File: config.mk
export PLATFORM = sky130hd
export DESIGN_NAME = lc3_controller
export DESIGN_NICKNAME = d
export VERILOG_FILES = /design/src/rtl/lc3_controller.sv
export SDC_FILE = /design/constraint.sdc
export NUM_CORES = 1
export LEC_CHECK = 0
export BUFFER_PORTS_ARGS = -buffer_cell sky130_fd_sc_hd__buf_2
export CAP_MARGIN = 10
export CORE_AREA = 2 2 62 64
export DETAILED_ROUTE_END_ITERATION = 7
export DIE_AREA = 0 0 64 66
export SYNTH_ARGS = -nofsm -noshare
export SYNTH_HDL_FRONTEND = slang
export SYNTH_SLANG_ARGS = --single-unit
File: constraint.sdc
create_clock -name clock -period 3.11 [get_ports clock]
set_input_delay 0.933 -clock clock [delete_from_list [all_inputs] [get_ports clock]]
set_output_delay 0.933 -clock clock [all_outputs]
set_load 0.02 [all_outputs]
File: src/rtl/lc3_controller.sv
// LC-3 multi-cycle instruction sequencer: fetch/decode/execute/memory/writeback/PC-update control.
// All outputs are registered Moore functions of the state; memory waits are bounded by MEM_TIMEOUT.
module lc3_controller #(
  parameter int unsigned MEM_TIMEOUT = 15
) (
  input  logic        clock,
  input  logic        reset,
  input  logic        complete_instr,
  input  logic        complete_data,
  input  logic [15:0] Instr_dout,
  input  logic [2:0]  NZP,
  output logic        enable_fetch,
  output logic        enable_decode,
  output logic        enable_execute,
  output logic        enable_writeback,
  output logic        enable_updatePC,
  output logic        br_taken,
  output logic [1:0]  mem_state,
  output logic        mem_timeout
);

  typedef enum logic [3:0] {
    S_IDLE,
    S_FETCH,
    S_DECODE,
    S_EXECUTE,
    S_MEM_IND,
    S_MEM_RD,
    S_MEM_WR,
    S_WRITEBACK,
    S_UPDATE_PC
  } state_t;

  localparam logic [3:0] OP_BR  = 4'b0000;
  localparam logic [3:0] OP_ADD = 4'b0001;
  localparam logic [3:0] OP_LD  = 4'b0010;
  localparam logic [3:0] OP_ST  = 4'b0011;
  localparam logic [3:0] OP_AND = 4'b0101;
  localparam logic [3:0] OP_LDR = 4'b0110;
  localparam logic [3:0] OP_STR = 4'b0111;
  localparam logic [3:0] OP_NOT = 4'b1001;
  localparam logic [3:0] OP_LDI = 4'b1010;
  localparam logic [3:0] OP_STI = 4'b1011;
  localparam logic [3:0] OP_JMP = 4'b1100;
  localparam logic [3:0] OP_LEA = 4'b1110;

  localparam logic [7:0] WAIT_LAST = 8'(MEM_TIMEOUT - 1);

  state_t      state_q, state_d;
  logic [15:0] ir_q, ir_d;
  logic [7:0]  wait_q, wait_d;
  logic        mto_q, mto_d;
  logic        br_d;
  logic [1:0]  mem_state_d;
  logic        fetch_q, decode_q, execute_q, writeback_q, updpc_q, br_q;
  logic [1:0]  mem_state_q;

  logic [3:0]  opcode;
  logic        mem_wait;
  logic        mem_expired;
  state_t      mem_next;

  assign opcode      = ir_q[15:12];
  assign mem_wait    = (state_q == S_MEM_IND) || (state_q == S_MEM_RD) || (state_q == S_MEM_WR);
  assign mem_expired = (wait_q == WAIT_LAST);

  // LDI and STI share the indirect read; ir[12] separates the load from the store.
  always_comb begin
    mem_next = S_UPDATE_PC;
    case (state_q)
      S_MEM_IND: mem_next = ir_q[12] ? S_MEM_WR : S_MEM_RD;
      S_MEM_RD:  mem_next = S_WRITEBACK;
      default:   mem_next = S_UPDATE_PC;
    endcase
  end

  always_comb begin
    state_d = state_q;
    ir_d    = ir_q;
    wait_d  = wait_q;
    mto_d   = mto_q;
    br_d    = 1'b0;
    case (state_q)
      S_IDLE:   state_d = S_FETCH;
      S_FETCH: begin
        if (complete_instr) begin
          ir_d    = Instr_dout;
          state_d = S_DECODE;
        end
      end
      S_DECODE: state_d = S_EXECUTE;
      S_EXECUTE: begin
        wait_d = '0;
        case (opcode)
          OP_ADD, OP_AND, OP_NOT, OP_LEA: state_d = S_WRITEBACK;
          OP_LD, OP_LDR:                  state_d = S_MEM_RD;
          OP_ST, OP_STR:                  state_d = S_MEM_WR;
          OP_LDI, OP_STI:                 state_d = S_MEM_IND;
          OP_BR: begin
            state_d = S_UPDATE_PC;
            br_d    = |(ir_q[11:9] & NZP);
          end
          OP_JMP: begin
            state_d = S_UPDATE_PC;
            br_d    = 1'b1;
          end
          default: state_d = S_UPDATE_PC;
        endcase
      end
      S_MEM_IND, S_MEM_RD, S_MEM_WR: begin
        if (complete_data || mem_expired) begin
          state_d = mem_next;
          wait_d  = '0;
          // A completion landing on the expiry edge is a normal completion.
          if (!complete_data) mto_d = 1'b1;
        end else begin
          wait_d = wait_q + 8'd1;
        end
      end
      S_WRITEBACK: state_d = S_UPDATE_PC;
      S_UPDATE_PC: state_d = S_FETCH;
      default:     state_d = S_IDLE;
    endcase
  end

  always_comb begin
    mem_state_d = 2'd3;
    case (state_d)
      S_MEM_IND: mem_state_d = 2'd0;
      S_MEM_RD:  mem_state_d = 2'd1;
      S_MEM_WR:  mem_state_d = 2'd2;
      default:   mem_state_d = 2'd3;
    endcase
  end

  // Outputs are decoded from the next state so they line up with the state register.
  always_ff @(posedge clock or negedge reset) begin
    if (!reset) begin
      state_q     <= S_IDLE;
      ir_q        <= 16'h0000;
      wait_q      <= '0;
      mto_q       <= 1'b0;
      fetch_q     <= 1'b0;
      decode_q    <= 1'b0;
      execute_q   <= 1'b0;
      writeback_q <= 1'b0;
      updpc_q     <= 1'b0;
      br_q        <= 1'b0;
      mem_state_q <= 2'd3;
    end else begin
      state_q     <= state_d;
      ir_q        <= ir_d;
      wait_q      <= wait_d;
      mto_q       <= mto_d;
      fetch_q     <= (state_d == S_FETCH);
      decode_q    <= (state_d == S_DECODE);
      execute_q   <= (state_d == S_EXECUTE);
      writeback_q <= (state_d == S_WRITEBACK);
      updpc_q     <= (state_d == S_UPDATE_PC);
      br_q        <= (state_d == S_UPDATE_PC) && br_d;
      mem_state_q <= mem_state_d;
    end
  end

  assign enable_fetch     = fetch_q;
  assign enable_decode    = decode_q;
  assign enable_execute   = execute_q;
  assign enable_writeback = writeback_q;
  assign enable_updatePC  = updpc_q;
  assign br_taken         = br_q;
  assign mem_state        = mem_state_q;
  assign mem_timeout      = mto_q;

  logic unused_ok;
  assign unused_ok = mem_wait;

endmodule

==> metrics list, run 1 <==
* Cell types occupying the most area after synthesis: dfrtp_1 48%, nand2_1 8.5%, o21ai_0 5.1%
* Final Hold Fails: 0
- Post-placement cell count: about 220
* Post CTS Setup Buffer Count: 0
* Slew at the pin with the worst max-slew slack: 0.634 ns
- The floorplan step defined a core boundary enclosing around 3600 µm².
- Traced cell by cell, the critical path runs through buf_2.
- Entering global routing, the biggest net connects 29 pins.
* Number of gates given a new drive strength after cts: 0
- CTS Root Buffer Type: clkbuf_4
- Summed over all cells, the static leakage comes to approximately 0.73 nW.
- Sum of buffers and inverters on the critical path: 1
- Worst VDD drop: between 300 and 400 µV
* Period utilisation layout: 0.628
- TritonCTS built the clock tree.
- The mapped netlist covers 1360 µm².
* Net total in the final layout: roughly 200
- Headroom to the max-slew limit: 0.578
- Of the synthesized area, sequential elements account for 0.517.
* Global placer's final weighted congestion: between 0.8 and 0.9
* Overall overflow remaining after global route: 0
* Cell area power density: about 900 nW/µm²
- The count of nets left with antenna violations once routing finished came out at 0.
- Crit path largest cell delay: 0.54 ns
* Row count: 22
* Endpoint type of the worst setup path: primary output
- In this run, synthesis inferred 0 flip-flops with an integrated enable.
- Number of buffers inserted by hold repair at cts: 0
* Fin crit period: ~2.0 ns
- # H-tree levels: 1
- From synthesis to final layout, the design area changed by 13.9%.
* Setup violation total in the final timing report: 0
* Most frequent cell after synthesis: nand2_1
* Register bit total from synthesis: 28
* Drt total wl: 2.65 mm
- Arrival time at the worst endpoint: slightly above 1 ns
- 32 I/O pins were placed.
- Worst-case setup slack after placement: between 0.8 and 0.9 ns
* Ys flop type: dfrtp_1
- The first global-routing pass estimated between 4 and 5 mm of wire.
- Setup repair after global routing left no endpoint under its margin.
- Cell type group with the largest total delay on the critical path: flip-flops
* Outcome: finished, final reports clean
* Floorplan die height: 66 µm
* Final Cell Area: about 1600 µm²
- For this run, the top clock speed supported by timing is a little over 0.5 GHz.
- Effective utilization at floorplan: 0.383
- Buffers placed on the I/O ports in this run total 22.
- The worst path meets setup with ~1.2 ns of slack.
- In the global route stage, overall resource usage came out at 0.138.
* Min-delay src: ir_q[11]
- For this design, the sink count on the clock tree is 28.
- Clock latency on the worst-skew pair, taken at its later pin, is around 0.33 ns.
- In the final routed layout, each cell accounts on average for roughly 12 µm.
- By startpoint and endpoint, the worst setup path is classified as flip-flop to primary output.
* First-pass detailed-route iteration total: 4
- For this run, the number of Yosys warnings is 0.
* Path type of the worst min-delay path: flip-flop to flip-flop
- 0 antenna diodes ended up in the layout.
- Yosys top cell by area: dfrtp_1
- Commonest cells in the synthesized netlist: 31 x nand2_1, 26 x dfrtp_1, 14 x o21ai_0
- The placed instances occupy a cell area of between 1000 and 1500 µm².
* Required time at the endpoint of the critical path: around 2.2 ns
* Clock-pin slew of the registers on the worst-case setup and hold paths: roughly 0.16 ns
* Die X: 64 µm
- Once detailed placement completed, the half-perimeter wirelength came to between 1.5 and 2 mm.
- Max Buffers Root-to-Sink: 2
- Fillcell total: about 380
- The share of synthesized area in the top cell type comes to 0.478.
- Tracing the worst setup path back leads to its startpoint at mem_state[1].
- After the flow finishes, the layout carries non-filler instances totaling 220.
* Number of remaining DRC errors: 0
- Number of global-route vias before repair: about 1000
- The floorplan step defined a die boundary enclosing about 4200 µm².
- Via count: between 1000 and 1500
- Between clock sinks in the finished design, the worst skew comes to roughly 0.0047 ns.
- Cell count after synthesis: ~150
- Of the cells placed in the final design, the portion with a size suffix greater than 1 is 0.186.
* Max-cap violation count: 0
* Net count after synthesis: 177
- In this run the worst path has a maximum fanout of 1.
* Origin of the critical flop-to-flop path: wait_q[0]
- Avg Vias per Cell: around 5
* Startpoint type of the worst setup path: flip-flop
- Post-synthesis area per instance: roughly 9 µm²
* Number of antenna violations at the first check in global routing: 0
* Sum Neg Setup Slack: 0 ns
- Library cell contributing the largest single delay on the critical path: dfstp_2
- Unique masters post-synth: 39
- In the synthesized netlist the async set-or-reset flop fraction comes to 1.00.
* Final Max Tran Viols: 0
* Inserted Clock Buffers: 3
- Initial DRC count: just over 70
final timing paths:
kind	cells past startpoint	slack [ns]	to
worst max-delay path	1	1.16	mem_state[1]
worst min-delay path	2	0.50	ir_q[11]
worst max register to register	7	1.25	wait_q[7]
worst min register to register	2	0.50	ir_q[11]
max in group asynchronous	1	2.11	wait_q[5]
min in group asynchronous	1	0.60	ir_q[11]
report_power, final:
part | switching (mW) | internal (mW) | total (mW)
logic | 0.315 | 0.202 | 0.516
clock network | 0.111 | 0.130 | 0.241
registers | 0.127 | 0.480 | 0.607
total | 0.552 | 0.812 | 1.36
cells by family after synthesis:
logic type	synth area share
XOR/XNOR	0.00643
flip-flops	0.517
AO/OA/AOI/OAI	0.155
buffers and inverters	0.0441
AND/OR/NAND/NOR	0.259
adder cells (fa/ha/maj)	0.0184
cells in the final DEF (no fill, tap or decap), types with 2 or more instances in the layout:
| cell type | Yosys | final |
|---|---|---|
| inv_1 | 6 | 6 |
| ha_1 | 2 | 2 |
| clkbuf_4 | 0 | 3 |
| nand2b_1 | 4 | 4 |
| o21ai_1 | 3 | 3 |
| nor2_1 | 12 | 12 |
| nand2_1 | 31 | 31 |
| o21ai_0 | 14 | 14 |
| nand3_1 | 7 | 7 |
| dfrtp_1 | 26 | 26 |
| a21oi_1 | 8 | 8 |
| dfstp_2 | 2 | 2 |
| or3_1 | 4 | 4 |
| buf_2 | 2 | 22 |
| nor3_1 | 5 | 5 |
sequential cells by signal, summed over array words and instances, names as in the netlist:
register	flops
state_q	4
mem_state	2
mem_timeout	1
enable_writeback	1
br_taken	1
enable_updatePC	1
enable_decode	1
enable_execute	1
ir_q	7
wait_q	8
enable_fetch	1
layout make-up:
class | instances | area [µm²] | area share
sequential | 28 | 703 | 0.454
clock inverter | 1 | 30.0 | 0.0194
multi-input combinational | 111 | 598 | 0.386
clock buffer | 3 | 22.5 | 0.0145
tap | 48 | 60.1 | 0.0387
inverter | 7 | 26.3 | 0.0169
timing repair buffer | 22 | 110 | 0.0710
tightest hold or removal path, delay by kind of cell, from the launching register on:
| family | cells | cell delay (ns) |
|---|---|---|
| flip-flops | 1 | 0.38 |
| AND/OR/NAND/NOR | 2 | 0.10 |
metal layers:
| layer | global-route usage | up-vias | share of wire | wire length (µm) |
|---|---|---|---|---|
| met1 | 0.178 | 507 | 0.47 | 1250 |
| met4 | 0.0571 | 0 | 0.0083 | 22 |
| li1 | - | 565 | - | - |
| met2 | 0.229 | 24 | 0.47 | 1240 |
| met5 | 0 | - | 0 | 0 |
| met3 | 0.0221 | 2 | 0.047 | 125 |
per-stage QoR:
| stage | util | hold slack [ns] | total power, mW |
|---|---|---|---|
| 2_1_floorplan | - | 0.445 | 0.999 |
| 3_3_place_gp | 0.422 | 0.462 | 1.11 |
| 3_5_place_dp | 0.422 | 0.468 | 1.13 |
| 4_1_cts | 0.437 | 0.505 | 1.37 |
| 5_1_grt | 0.437 | 0.524 | 1.47 |
| 6_report | 0.437 | 0.497 | 1.36 |
No activity file was read; power rests on OpenSTA's default activity.
==> run 2, diff against run 1 <==
- clock period: 3.11 -> 2.01 ns (I/O delays scaled with it)
==> run 2 against run 1 <==
  * Design area about the same
  * Clock-buffer cell count increased by 1
  * Sequential cell count unchanged
  * Largest cell class unchanged
==> metrics list, run 2 (synthesis gave the netlist of run 1 again) <==
- Outcome: finished, final reports clean
- Of all nets on the critical path, the largest fanout is 8.
- Share of the core filled with cells: 0.436
- Final Cell Area: about 1500 µm²
* Largest net degree at the start of global routing: 29
- Power comes to around 2.0 mW.
* Sequential fraction of design power: 0.450
- # H-tree levels: 1
* Setup violation total in the final timing report: 0
* Fin crit period: roughly 1.9 ns
- VDD sags by at most around 450 µV.
* ANT cells: 0
- In this run the cell area measured after placement is ~1500 µm².
- The core region is about 3600 µm².
* Global placer's final weighted congestion: roughly 0.83
* Detail Route Antenna Nets: 0
- Cell internal power dissipation: roughly 1.2 mW
* LEAKAGE: 0.735 nW
- Kind of critical path: flip-flop to flip-flop
- Final Hold Fails: 0
- From bottom edge to top edge, the die measures between 60 and 70 µm.
- Power spread over the standard cell area amounts to ~1300 nW/µm².
* Number of global-route vias before repair: ~1100
- After clock tree synthesis, the clock-pin slew on the worst setup and hold paths is approximately 0.15 ns.
- The number of buffers and inverters on the critical path is 1.
- Period utilisation layout: 0.924
- The initial utilization of the core area, before any placement, comes to 0.383.
- Via count: about 1100
* Avg Vias per Cell: ~5.1
- After legalization and detailed placement, the total HPWL measured between 1.5 and 2 mm.
- Max-cap violation count: 0
- Net total in the final layout: 200
- The largest individual stage delay along the critical path comes from the cell dfrtp_1.
- Max Buffers Root-to-Sink: 2
* Number of gates given a new drive strength after cts: 0
* Endpoint type of the worst setup path: flip-flop
- Once the clock tree was built, the setup fixing pass inserted 0 buffers.
- The initial antenna violation count was 0.
- Part of the power in combinational logic: 0.415
- Relative to the synthesized area, the layout overhead comes to 13.8%.
* Largest Register: wait_q
- Leading cell types in the layout, fill and taps excluded: 31 x nand2_1, 26 x dfrtp_1, 22 x buf_2
- For the final database, setup skew stands at around 0.0063 ns.
- The worst pin sits at a relative slew slack of 0.586.
* Worst skew pair latency: between 0.3 and 0.4 ns
- Share of cells above drive strength 1: 0.195
- Slew at the pin with the worst max-slew slack: between 0.6 and 0.7 ns
* Number of remaining DRC errors: 0
* Net switching power: between 800 and 900 µW
- In this run the worst hold path is classified as input port to async pin.
* TritonCTS Sinks: 28
- During placement, the flow inserted port buffers numbering 22.
- CTS Root Buffer Type: clkbuf_4
- Leaving out fill and tap cells, the most frequent cell in the layout is nand2_1.
- Arrival time at the worst endpoint: 2.11 ns
- The first TritonRoute pass finished after 4 iterations.
- Number of buffers inserted by hold repair at cts: 0
- Dividing the detail-routed wire length by the instance count gives 11.9 µm.
* Die X: 64 µm
- The routed design has between 2 and 3 mm of wire.
- Final Max Tran Viols: 0
- The register with the most flip-flops in the layout has 8 of them.
- The signal on the critical path passes through inv_1 > ha_1 > and4b_1 > and2_4 > or2_4 > or3_1 > o21ai_1.
- Summed over all layers, the global routing overflow is 0.
- Largest registers: wait_q: 8 flops, ir_q: 7 flops, state_q: 4 flops
- For this run, the slowest stage of the critical path takes roughly 0.46 ns.
- Worst hold margin: 0.275 ns
* Initial DRC count: slightly below 90
* Clock network fraction of total power: 0.135
* FMAX: roughly 0.54 GHz
- Global-route usage over all layers: 0.142
- Among cell families on the critical path, the largest total delay comes from simple AND/OR/NAND/NOR gates.
- The die covers 4220 µm².
- Counting the fill cells in the layout gives about 340.
* IO Pins: 32
- Row generation in the floorplan step produced 22 rows.
* Required time at the endpoint of the critical path: around 2.3 ns
- Startpoint type of the worst setup path: flip-flop
- Inserted Clock Buffers: 3
* Proportion of total power due to net switching: 0.416
* Sum Neg Setup Slack: 0 ns
* Unrepaired setup endpoints after global routing: no
* CTS tree: yes
* First-pass GRT wire length: 4.73 mm
[run 2: cell count changes in the layout (fill, tap and decap cells not counted)]
cell and delta:
clkbuf_8 +1, buf_4 +2, bufinv_16 -1
[run 2: layout make-up]
cell class	instances	area (µm²)	share of cell area
clock buffers	4	36.3	0.0234
inverters	7	26.3	0.0170
multi-input cells	111	598	0.386
flip-flops and latches	28	703	0.454
well taps	48	60.1	0.0388
repair buffers	24	125	0.0808
[run 2: per-layer routing]
layer / global-route usage / up-vias / share of wire
met5: 0 / - / 0
met4: 0.0571 / 0 / 0.0083
met3: 0.0221 / 2 / 0.044
met2: 0.220 / 29 / 0.45
met1: 0.198 / 533 / 0.50
li1: - / 568 / -
[run 2: stage by stage]
stage                     setup slack (ns)  instances
after CTS                            0.153        222
after global routing                0.0463        222
after detailed placement             0.157        218
after global placement               0.160        218
final                                0.153        222
after floorplan                      0.239        152
[run 2: power groups by stage]
| stage | clock network, mW | logic, mW | registers (mW) |
|---|---|---|---|
| global placement | 0 | 0.835 | 0.919 |
| floorplan | 0 | 0.628 | 0.918 |
| detailed placement | 0 | 0.844 | 0.925 |
| finish | 0.274 | 0.844 | 0.915 |
| global route | 0.317 | 0.968 | 0.946 |
| CTS | 0.289 | 0.847 | 0.914 |
[run 2: path summary, 6_finish.rpt]
path                                 from        end  slack [ns]  cells past startpoint
setup / recovery                wait_q[0]  wait_q[7]        0.15                      7
setup reg to reg                wait_q[0]  wait_q[7]        0.15                      7
hold / removal                      reset   ir_q[14]        0.27                      1
hold reg to reg                  ir_q[11]   ir_q[11]        0.51                      2
max in group asynchronous           reset  wait_q[4]        1.34                      1
min in group clock         Instr_dout[15]   ir_q[15]        0.46                      3
